--- config.mk ---
export PLATFORM = sky130hd
export DESIGN_NAME = uart_transceiver
export DESIGN_NICKNAME = d
export VERILOG_FILES = /design/src/rtl/uart_pkg.sv /design/src/rtl/uart_bit_timer.sv /design/src/rtl/uart_transceiver.sv
export SDC_FILE = /design/constraint.sdc
export NUM_CORES = 1
export LEC_CHECK = 0
export CORE_ASPECT_RATIO = 0.7
export CORE_MARGIN = 8
export CORE_UTILIZATION = 45
export CTS_BUF_LIST = sky130_fd_sc_hd__clkbuf_2
export DETAILED_ROUTE_END_ITERATION = 10
export GPL_TIMING_DRIVEN = 0
export SETUP_SLACK_MARGIN = 0.15
export SLEW_MARGIN = 15
export SYNTH_ARGS = -nofsm -noshare
export SYNTH_HDL_FRONTEND = slang
export SYNTH_HIERARCHICAL = 1
export SYNTH_SLANG_ARGS = --single-unit
--- constraint.sdc ---
create_clock -name clk -period 7.35 [get_ports clk]
set_clock_uncertainty 0.15 [all_clocks]
set_input_delay 0.735 -clock clk [delete_from_list [all_inputs] [get_ports clk]]
set_output_delay 0.735 -clock clk [all_outputs]
set_load 0.05 [all_outputs]
--- src/rtl/uart_pkg.sv ---
// Shared definitions for the 8N1 UART: FSM state encoding, frame width and
// the bit-period calculation used by both directions.
package uart_pkg;

  typedef enum logic [1:0] {
    IDLE  = 2'd0,
    START = 2'd1,
    DATA  = 2'd2,
    STOP  = 2'd3
  } uart_state_e;

  localparam int DATA_BITS = 8;

  function automatic int calc_bit_ticks(input int clk_freq, input int baud_rate);
    return clk_freq / baud_rate;
  endfunction

endpackage

--- src/rtl/uart_bit_timer.sv ---
// Bit-period down-counter. Free-runs with period BIT_TICKS; load restarts a
// full period, half_load restarts a half period so the next tick lands mid-bit.
module uart_bit_timer
  import uart_pkg::*;
#(
  parameter int BIT_TICKS = 868
) (
  input  logic clk,
  input  logic rst,
  input  logic load,
  input  logic half_load,
  output logic tick
);

  localparam int CNT_W = $clog2(BIT_TICKS + 1);
  localparam logic [CNT_W-1:0] FULL = CNT_W'(BIT_TICKS - 1);
  localparam logic [CNT_W-1:0] HALF = CNT_W'(BIT_TICKS / 2 - 1);

  logic [CNT_W-1:0] cnt_q, cnt_d;

  always_comb begin
    if (load)                cnt_d = FULL;
    else if (half_load)      cnt_d = HALF;
    else if (cnt_q == '0)    cnt_d = FULL;
    else                     cnt_d = cnt_q - CNT_W'(1);
  end

  assign tick = (cnt_q == '0);

  always_ff @(posedge clk or negedge rst) begin
    if (!rst) cnt_q <= '0;
    else      cnt_q <= cnt_d;
  end

endmodule

--- src/rtl/uart_transceiver.sv ---
// Full-duplex 8N1 UART: independent transmit and receive FSMs, each paced by
// its own bit timer, sharing only the system clock and reset.
module uart_transceiver
  import uart_pkg::*;
#(
  parameter int CLK_FREQ  = 100_000_000,
  parameter int BAUD_RATE = 115200
) (
  input  logic                 clk,
  input  logic                 rst,
  input  logic [DATA_BITS-1:0] tx_data_in,
  input  logic                 tx_data_valid,
  output logic                 tx,
  output logic                 tx_busy,
  input  logic                 rx,
  output logic [DATA_BITS-1:0] rx_data_out,
  output logic                 rx_data_valid
);

  localparam int BIT_TICKS = calc_bit_ticks(CLK_FREQ, BAUD_RATE);
  localparam int IDX_W     = $clog2(DATA_BITS);
  localparam logic [IDX_W-1:0] LAST_IDX = IDX_W'(DATA_BITS - 1);

  uart_state_e          tx_state_q, tx_state_d;
  logic [DATA_BITS-1:0] tx_shift_q, tx_shift_d;
  logic [IDX_W-1:0]     tx_idx_q, tx_idx_d;
  logic                 tx_q, tx_d, tx_busy_q, tx_busy_d;
  logic                 tx_load, tx_tick;

  uart_state_e          rx_state_q, rx_state_d;
  logic [DATA_BITS-1:0] rx_shift_q, rx_shift_d, rx_data_q, rx_data_d;
  logic [IDX_W-1:0]     rx_idx_q, rx_idx_d;
  logic                 rx_meta_q, rx_sync_q;
  logic                 rx_valid_q, rx_valid_d, rx_err_q, rx_err_d;
  logic                 rx_half_load, rx_tick;

  uart_bit_timer #(.BIT_TICKS(BIT_TICKS)) u_tx_timer (
    .clk(clk), .rst(rst), .load(tx_load), .half_load(1'b0), .tick(tx_tick)
  );

  uart_bit_timer #(.BIT_TICKS(BIT_TICKS)) u_rx_timer (
    .clk(clk), .rst(rst), .load(1'b0), .half_load(rx_half_load), .tick(rx_tick)
  );

  always_comb begin
    tx_state_d = tx_state_q;
    tx_shift_d = tx_shift_q;
    tx_idx_d   = tx_idx_q;
    tx_d       = tx_q;
    tx_busy_d  = tx_busy_q;
    tx_load    = 1'b0;
    case (tx_state_q)
      IDLE: if (tx_data_valid) begin
        tx_state_d = START;
        tx_shift_d = tx_data_in;
        tx_idx_d   = '0;
        tx_d       = 1'b0;
        tx_busy_d  = 1'b1;
        tx_load    = 1'b1;
      end
      START: if (tx_tick) begin
        tx_state_d = DATA;
        tx_d       = tx_shift_q[0];
      end
      DATA: if (tx_tick) begin
        if (tx_idx_q == LAST_IDX) begin
          tx_state_d = STOP;
          tx_d       = 1'b1;
        end else begin
          tx_shift_d = tx_shift_q >> 1;
          tx_idx_d   = tx_idx_q + IDX_W'(1);
          tx_d       = tx_shift_d[0];
        end
      end
      STOP: if (tx_tick) begin
        tx_state_d = IDLE;
        tx_busy_d  = 1'b0;
      end
      default: tx_state_d = IDLE;
    endcase
  end

  // A failed stop bit parks in STOP with rx_err set until the line recovers,
  // so a held break cannot look like a fresh start bit.
  always_comb begin
    rx_state_d   = rx_state_q;
    rx_shift_d   = rx_shift_q;
    rx_idx_d     = rx_idx_q;
    rx_data_d    = rx_data_q;
    rx_valid_d   = 1'b0;
    rx_err_d     = rx_err_q;
    rx_half_load = 1'b0;
    case (rx_state_q)
      IDLE: if (!rx_sync_q) begin
        rx_state_d   = START;
        rx_half_load = 1'b1;
        rx_err_d     = 1'b0;
      end
      START: if (rx_tick) begin
        rx_state_d = rx_sync_q ? IDLE : DATA;
        rx_idx_d   = '0;
      end
      DATA: if (rx_tick) begin
        rx_shift_d = {rx_sync_q, rx_shift_q[DATA_BITS-1:1]};
        if (rx_idx_q == LAST_IDX) rx_state_d = STOP;
        else                      rx_idx_d   = rx_idx_q + IDX_W'(1);
      end
      STOP: begin
        if (rx_err_q) begin
          if (rx_sync_q) rx_state_d = IDLE;
        end else if (rx_tick) begin
          if (rx_sync_q) begin
            rx_data_d  = rx_shift_q;
            rx_valid_d = 1'b1;
            rx_state_d = IDLE;
          end else begin
            rx_err_d = 1'b1;
          end
        end
      end
      default: rx_state_d = IDLE;
    endcase
  end

  always_ff @(posedge clk or negedge rst) begin
    if (!rst) begin
      tx_state_q <= IDLE;
      tx_idx_q   <= '0;
      tx_q       <= 1'b1;
      tx_busy_q  <= 1'b0;
      rx_meta_q  <= 1'b1;
      rx_sync_q  <= 1'b1;
      rx_state_q <= IDLE;
      rx_idx_q   <= '0;
      rx_data_q  <= '0;
      rx_valid_q <= 1'b0;
      rx_err_q   <= 1'b0;
    end else begin
      tx_state_q <= tx_state_d;
      tx_idx_q   <= tx_idx_d;
      tx_q       <= tx_d;
      tx_busy_q  <= tx_busy_d;
      rx_meta_q  <= rx;
      rx_sync_q  <= rx_meta_q;
      rx_state_q <= rx_state_d;
      rx_idx_q   <= rx_idx_d;
      rx_data_q  <= rx_data_d;
      rx_valid_q <= rx_valid_d;
      rx_err_q   <= rx_err_d;
    end
  end

  always_ff @(posedge clk) begin
    tx_shift_q <= tx_shift_d;
    rx_shift_q <= rx_shift_d;
  end

  assign tx            = tx_q;
  assign tx_busy       = tx_busy_q;
  assign rx_data_out   = rx_data_q;
  assign rx_data_valid = rx_valid_q;

endmodule

==> metrics.md <==
| Metric | Value |
|---|---|
| Hold Fails Final Rpt | `0` |
| Startpoint Class | `flop` |
| R2R Setup Slk | `4.11 ns` |
| Yosys warnings | `6` |
| DR WL/cell | `14.5 µm` |
| Yosys top cell area share | `0.359` |
| Pre-CTS setup slack | `4.11 ns` |
| Max-cap violations | `0` |
| Area Growth Syn to Fin | `18.1%` |
| Xor and xnor area share after synthesis | `0.0123` |
| Design area | `0.00337 mm²` |
| Routed Antenna Nets | `0` |
| # H-tree levels | `3` |
| Hold Slack | `0.191 ns` |
| Cell mode on critical path | `inv_1` |
| Finished Layout Cells | `367` |
| Clock Root Buffer | `clkbuf_2` |
| Largest family of logic cells by synthesized area | `simple AND/OR/NAND/NOR gates` |
| Global router's overall resource usage | `0.125` |
| Post-route total power | `0.630 mW` |
| Die Span Y | `82.6 µm` |
| Unrepaired setup endpoints after global routing | `no` |
| Critical path arrival | `3.44 ns` |
| Core area | `0.00619 mm²` |
| Ys async rst share | `0.733` |
| Vias in the first global route | `1,889` |
| Initial antenna violation count | `0` |
| DR vias | `1,897` |
| Boundary Pins | `23` |
| VDD IR max | `102 µV` |
| Worst R2R Path Depth | `8` |
| Sequential share of the synthesized area | `0.555` |
| Crit. End Element | `flop` |
| TritonCTS buffer count | `9` |
| Post-CTS Hold Buffers | `1` |
| Clock buffer depth | `2` |
| Commonest non-fill, non-tap cell in the layout | `dfrtp_1` |
| Cells after DPL | `350` |
| Worst skew pair latency | `0.46 ns` |
| Min-delay src | `rx_meta_q$_DFF_PN1_` |
| Antenna Diode Count | `0` |
| Synthesized-area fraction occupied by ao, oa, aoi and oai cells | `0.130` |
| Placed cell area | `0.00323 mm²` |
| GRT overflow | `0` |
| Wirelength, routed | `5310 µm` |
| Distinct cells, synth | `42` |
| PortBufs | `22` |
| Cells after Synth | `237` |
| Pwr Density | `187 mW/mm²` |
| Layout Utilization | `0.545` |
| Post-synthesis adder-cell area fraction | `0.0482` |
| Dominant cell type by area after synthesis | `dfrtp_1` |
| Slew headroom | `0.528` |
| Post-synthesis register bit count | `60` |
| Mux cell area share after synthesis | `0.0785` |
| Syn avg cell area | `12.0 µm²` |
| RR Startpoint | `u_rx_timer/cnt_q[0]$_DFF_PN0_` |
| Run status | `completed` |
| Clock transition at path regs | `0.18 ns` |
| Fill cells | `548` |
| Die width | `111 µm` |
| HPWL Detailed | `3770 µm` |
| Most frequent cells in the layout | `dfrtp_1 (41), clkdlybuf4s50_1 (21), mux2_2 (19)` |
| Nets | `307` |
| HP Class | `reg -> reg` |
| Post-CTS Setup Inserts | `0` |
| Synth Flop Type | `dfrtp_1` |
| CP max FO | `9` |
| Final-report setup violation count | `0` |
| Post-cts resize count | `0` |
| Slew Limit Fails | `0` |
| Die area | `0.00919 mm²` |
| Setup tns final | `0 ns` |
| GPL Wtd Cong | `0.801` |
| Slowest stage cell, crit path | `nor4_4` |
| Number of vias per cell | `5.17` |
| Multi-input combinational cell area | `0.00124 mm²` |
| Setup CP Type | `reg -> reg` |
| Largest net degree at the start of global routing | `30` |
| Min cycle time layout | `3.24 ns` |
| Critical path's largest stage delay | `0.50 ns` |
| Synthesized area | `0.00285 mm²` |
| Synth Area in Simple Gates | `0.148` |
| First-pass GRT wire length | `9190 µm` |
| Reg2reg end | `rx_data_out[0]$_DFFE_PN0P_` |
| FP Rows | `24` |
| Worst slew pin tran | `0.703 ns` |
| Final period util | `0.441` |
| Drc violations | `0` |
| Iter 0 DRT Violations | `72` |
| Storage element area | `0.00159 mm²` |
| Sink Count | `60` |
| Leakage | `1.44 nW` |
| TritonCTS clock tree | `done` |
| Initial Util | `0.461` |
| CP Data Required Time | `7.55 ns` |
| Crit-path cells | `inv_1, ha_1, or4b_4, or4_4, inv_1, nand2_1, nor4_4, mux2_2` |
| Fmax | `309 MHz` |
| Worst hold path depth | `0` |
| Detailed-router iteration count before antenna repair | `4` |
| Share of cells above drive strength 1 | `0.170` |
| Hold Path End | `rx_sync_q$_DFF_PN1_` |
| Ranking of synthesized cells by area | `dfrtp_1 (36%), edfxtp_1 (17%), mux2_2 (7.5%)` |
| EDFF count, synth | `16` |
| Post-route setup slack | `4.11 ns` |
worst max-delay path, delay by kind of cell, from the launching register on:
kind	cells	cell delay [ns]
AND/OR/NAND/NOR	4	1.61
flip-flops	1	0.45
multiplexers	1	0.40
buffers and inverters	2	0.30
adder cells (fa/ha/maj)	1	0.21
flip-flops by register name (all words and copies together), names as in the netlist, 2 cells and up, named ones only:
| register | flops |
|---|---|
| tx_shift_q | 8 |
| tx_state_q | 2 |
| rx_idx_q | 3 |
| rx_shift_q | 8 |
| rx_data_out | 8 |
| u_tx_timer/cnt_q | 10 |
| u_rx_timer/cnt_q | 10 |
| tx_idx_q | 3 |
cell families after synthesis:
group | Yosys count
XOR/XNOR | 4
multiplexers | 20
flip-flops | 60
AND/OR/NAND/NOR | 68
other | 1
buffers and inverters | 20
AO/OA/AOI/OAI | 53
adder cells (fa/ha/maj) | 11
Yosys cell counts, types with 3 or more instances:
cell type,count
a311oi_1,3
nand3_1,4
dfrtp_1,41
o211ai_1,6
o21ai_0,8
mux2_2,19
a22o_1,8
dfstp_2,3
a211oi_1,6
or2_2,4
a31oi_1,4
nor2b_1,10
ha_1,11
nand2_1,3
and3_1,6
nor2_1,14
or3_1,9
edfxtp_1,16
a21oi_1,9
nor3_1,3
nand2b_1,3
inv_1,16
worst max-delay path by stage:
stage	cells after the start	start	endpoint	slack [ns]
CTS	8	u_rx_timer/cnt_q[0]$_DFF_PN0_	rx_data_out[0]$_DFFE_PN0P_	4.07
global placement	1	rst	tx_state_q[1]$_DFFE_PN0P_	4.10
finish	8	u_rx_timer/cnt_q[0]$_DFF_PN0_	rx_data_out[0]$_DFFE_PN0P_	4.11
floorplan	8	u_rx_timer/cnt_q[0]$_DFF_PN0_	rx_data_out[0]$_DFFE_PN0P_	4.51
detailed placement	8	u_rx_timer/cnt_q[0]$_DFF_PN0_	rx_data_out[6]$_DFFE_PN0P_	4.11
global route	8	u_rx_timer/cnt_q[0]$_DFF_PN0_	rx_data_out[7]$_DFFE_PN0P_	3.90
routing by layer:
layer	up-vias	global-route usage	wire, µm
met4	0	0.0477	26
li1	972	-	-
met2	17	0.174	2180
met1	904	0.172	2930
met3	4	0.0498	174
met5	-	0	0
report_power, final:
group / total [mW] / internal, mW / switching, mW
Combinational: 0.0423 / 0.0209 / 0.0214
Sequential: 0.360 / 0.351 / 0.00978
Clock: 0.227 / 0.112 / 0.116
Total: 0.630 / 0.483 / 0.147
final cells by class:
cell class / instances / area share
clock buffer: 10 / 0.0148
inverter: 17 / 0.0189
clock inverter: 6 / 0.0234
sequential: 60 / 0.470
timing repair buffer: 24 / 0.0728
tap: 78 / 0.0290
multi-input combinational: 169 / 0.367
buffer: 3 / 0.00334
(Power assumes the default switching activity.)
==> RTL change (same settings) <==
`BAUD_RATE`: 115200 -> 460800.
--- a/src/rtl/uart_transceiver.sv
+++ b/src/rtl/uart_transceiver.sv
@@ -5,5 +5,5 @@
 #(
   parameter int CLK_FREQ  = 100_000_000,
-  parameter int BAUD_RATE = 115200
+  parameter int BAUD_RATE = 460800
 ) (
   input  logic                 clk,
Check against the original RTL: no difference found for any inputs over 10 cycles, from zero or initial values and one cycle with rst low; that may be too few to reach the edited logic, so the function may still have changed.
==> RTL change against the unedited design <==
- area after synthesis shrank 6.4%
- core utilization shrank 0.46 points
- cell area shrank 8.2%
- routed wire length shrank 12%
- highest routed layer unchanged
- sequential cell count shrank 4
- power shrank 13%
- critical path depth is the same
- sequential power shrank 6.1%
- setup slack gained 0.25 ns
==> RTL change: results (changes against the unedited design) <==
| Metric | Value |
|---|---|
| Status | `complete, no violations` |
| EDFF count, synth | `16 (unchanged)` |
| Root buffer cell | `clkbuf_2` |
| Resize count post-CTS | `0 (unchanged)` |
| Synth cell types | `53 (+26%)` |
| DP Worst Slack | `4.35 ns (+0.236 ns)` |
| CTS Buf Count | `5 (-4)` |
| Max H-tree Level | `2 (-1)` |
| IO buf count | `22 (unchanged)` |
| Initial antenna violation count | `0 (unchanged)` |
| Switching share of power | `0.243 (+0.0101)` |
| Clock-pin slew on the worst setup and hold paths | `0.29 ns (+0.11 ns)` |
| Largest fanout on the critical path | `10 (+1)` |
| Top cells by count, synth | `37 x dfrtp_1, 19 x mux2_2, 16 x edfxtp_1` |
| DRT iter0 DRCs | `55 (-24%)` |
| First-pass GRT wire length | `7.94 mm (-14%)` |
| Part of the Yosys area used for sequential elements | `0.556 (+0.000774)` |
| Post-CTS setup buffers | `0 (unchanged)` |
| DP Area | `0.00303 sq mm (-6.4%)` |
| Clk_lat worst skew | `0.42 ns (-0.04 ns)` |
| Synth warnings | `6 (unchanged)` |
| Net count, final | `278 (-9.4%)` |
| Worst vdd ir | `0.102 mV (about the same)` |
| Asr flop ratio synth | `0.714 (-0.0190)` |
| Final GP Congestion | `0.780 (-2.6%)` |
| Worst-case clock buffer depth | `2 (unchanged)` |
| Hold Crit Class | `in -> async` |
| Final wirelength | `4.67 mm (-12%)` |
| Detailed-route via count | `1723 (-9.2%)` |
| Layout cells sized above 1 | `0.173 (+0.00368)` |
| Crit path DAT | `3.19 ns (-0.25 ns)` |
| Detail Placement HPWL | `3.36 mm (-11%)` |
| Vias in the first global route | `1628 (-14%)` |
| Most area-consuming cells after synthesis | `dfrtp_1 35%, edfxtp_1 18%, mux2_2 8.0%` |
| Largest net degree at the start of global routing | `22 (-27%)` |
| Antenna Cells | `0 (unchanged)` |
| Total Routing Usage GR | `0.115 (-0.0105)` |
| Worst-margin pin slew | `0.735 ns (+0.0329 ns)` |
| Leak Pwr | `1.30 nW (-9.3%)` |
| DR pass1 iterations | `4 (unchanged)` |
## RTL change: cell types whose count changed after synthesis, sizes merged, moves of 3 or more
cell    before  now
dfrtp       41   37
and3         6    1
o211ai       6    0
or3          9    1
nor2b       10    6
a21oi        9   12
a211oi       6    2
## RTL change: final timing paths
| kind | slack, ns | cells past startpoint | end | start |
|---|---|---|---|---|
| max | 4.36 | 8 | rx_data_out[0] | u_rx_timer/cnt_q[0] |
| min | 0.08 | 1 | rx_data_out[4] | rst |
| max reg2reg | 4.36 | 8 | rx_data_out[0] | u_rx_timer/cnt_q[0] |
| min reg2reg | 0.23 | 0 | rx_sync_q | rx_meta_q |
| max in group asynchronous | 6.49 | 2 | u_tx_timer/cnt_q[7] | rst |
| min in group clk | 0.23 | 0 | rx_sync_q | rx_meta_q |
## RTL change: per-stage QoR
stage | utilization | cells
detailed placement | 0.528 | 321
floorplan | - | 223
finish | 0.540 | 329
global placement | 0.524 | 320
global route | 0.540 | 329
CTS | 0.540 | 329
## RTL change: per-layer routing
metal,share of wire,global-route usage,up-vias
li1,-,-,856
met4,0.0047,0.0248,0
met3,0.047,0.0368,2
met2,0.41,0.156,30
met5,0,0,-
met1,0.54,0.171,835
## RTL change: power groups by stage
stage / clock (mW) / sequential (mW) / combinational [mW]
final: 0.159 / 0.338 / 0.0489
after global routing: 0.178 / 0.340 / 0.0553
after CTS: 0.166 / 0.338 / 0.0496
after detailed placement: 0 / 0.344 / 0.0492
after global placement: 0 / 0.343 / 0.0470
after floorplan: 0 / 0.347 / 0.0242
## RTL change: logic make-up (layout without fill, tap and decap cells)
| group | Yosys count | in the layout | synth area share |
|---|---|---|---|
| other | 1 | 6 | 0.00140 |
| AO/OA/AOI/OAI | 51 | 51 | 0.133 |
| buffers and inverters | 21 | 52 | 0.0300 |
| multiplexers | 20 | 20 | 0.0839 |
| XOR/XNOR | 4 | 4 | 0.0131 |
| AND/OR/NAND/NOR | 52 | 52 | 0.121 |
| flip-flops | 56 | 56 | 0.556 |
| adder cells (fa/ha/maj) | 13 | 13 | 0.0609 |
## RTL change: critical path, cell delays in order, from the launching register on
cell      delay (ns)
dfrtp_1         0.51
inv_1           0.12
ha_1            0.16
or3b_1          0.34
clkbuf_1        0.18
nor2_2          0.35
nand2_1         0.17
nor4_4          0.55
mux2_2          0.40
## RTL change: cell type report
class	instances	area (sq um)
Sequential cell	56	1490
Clock buffer	6	30.0
Buffer	6	23.8
Fill cell	489	2630
Clock inverter	2	38.8
Inverter	15	56.3
Timing Repair Buffer	23	243
Tap cell	75	93.8
Multi-Input combinational cell	146	1120
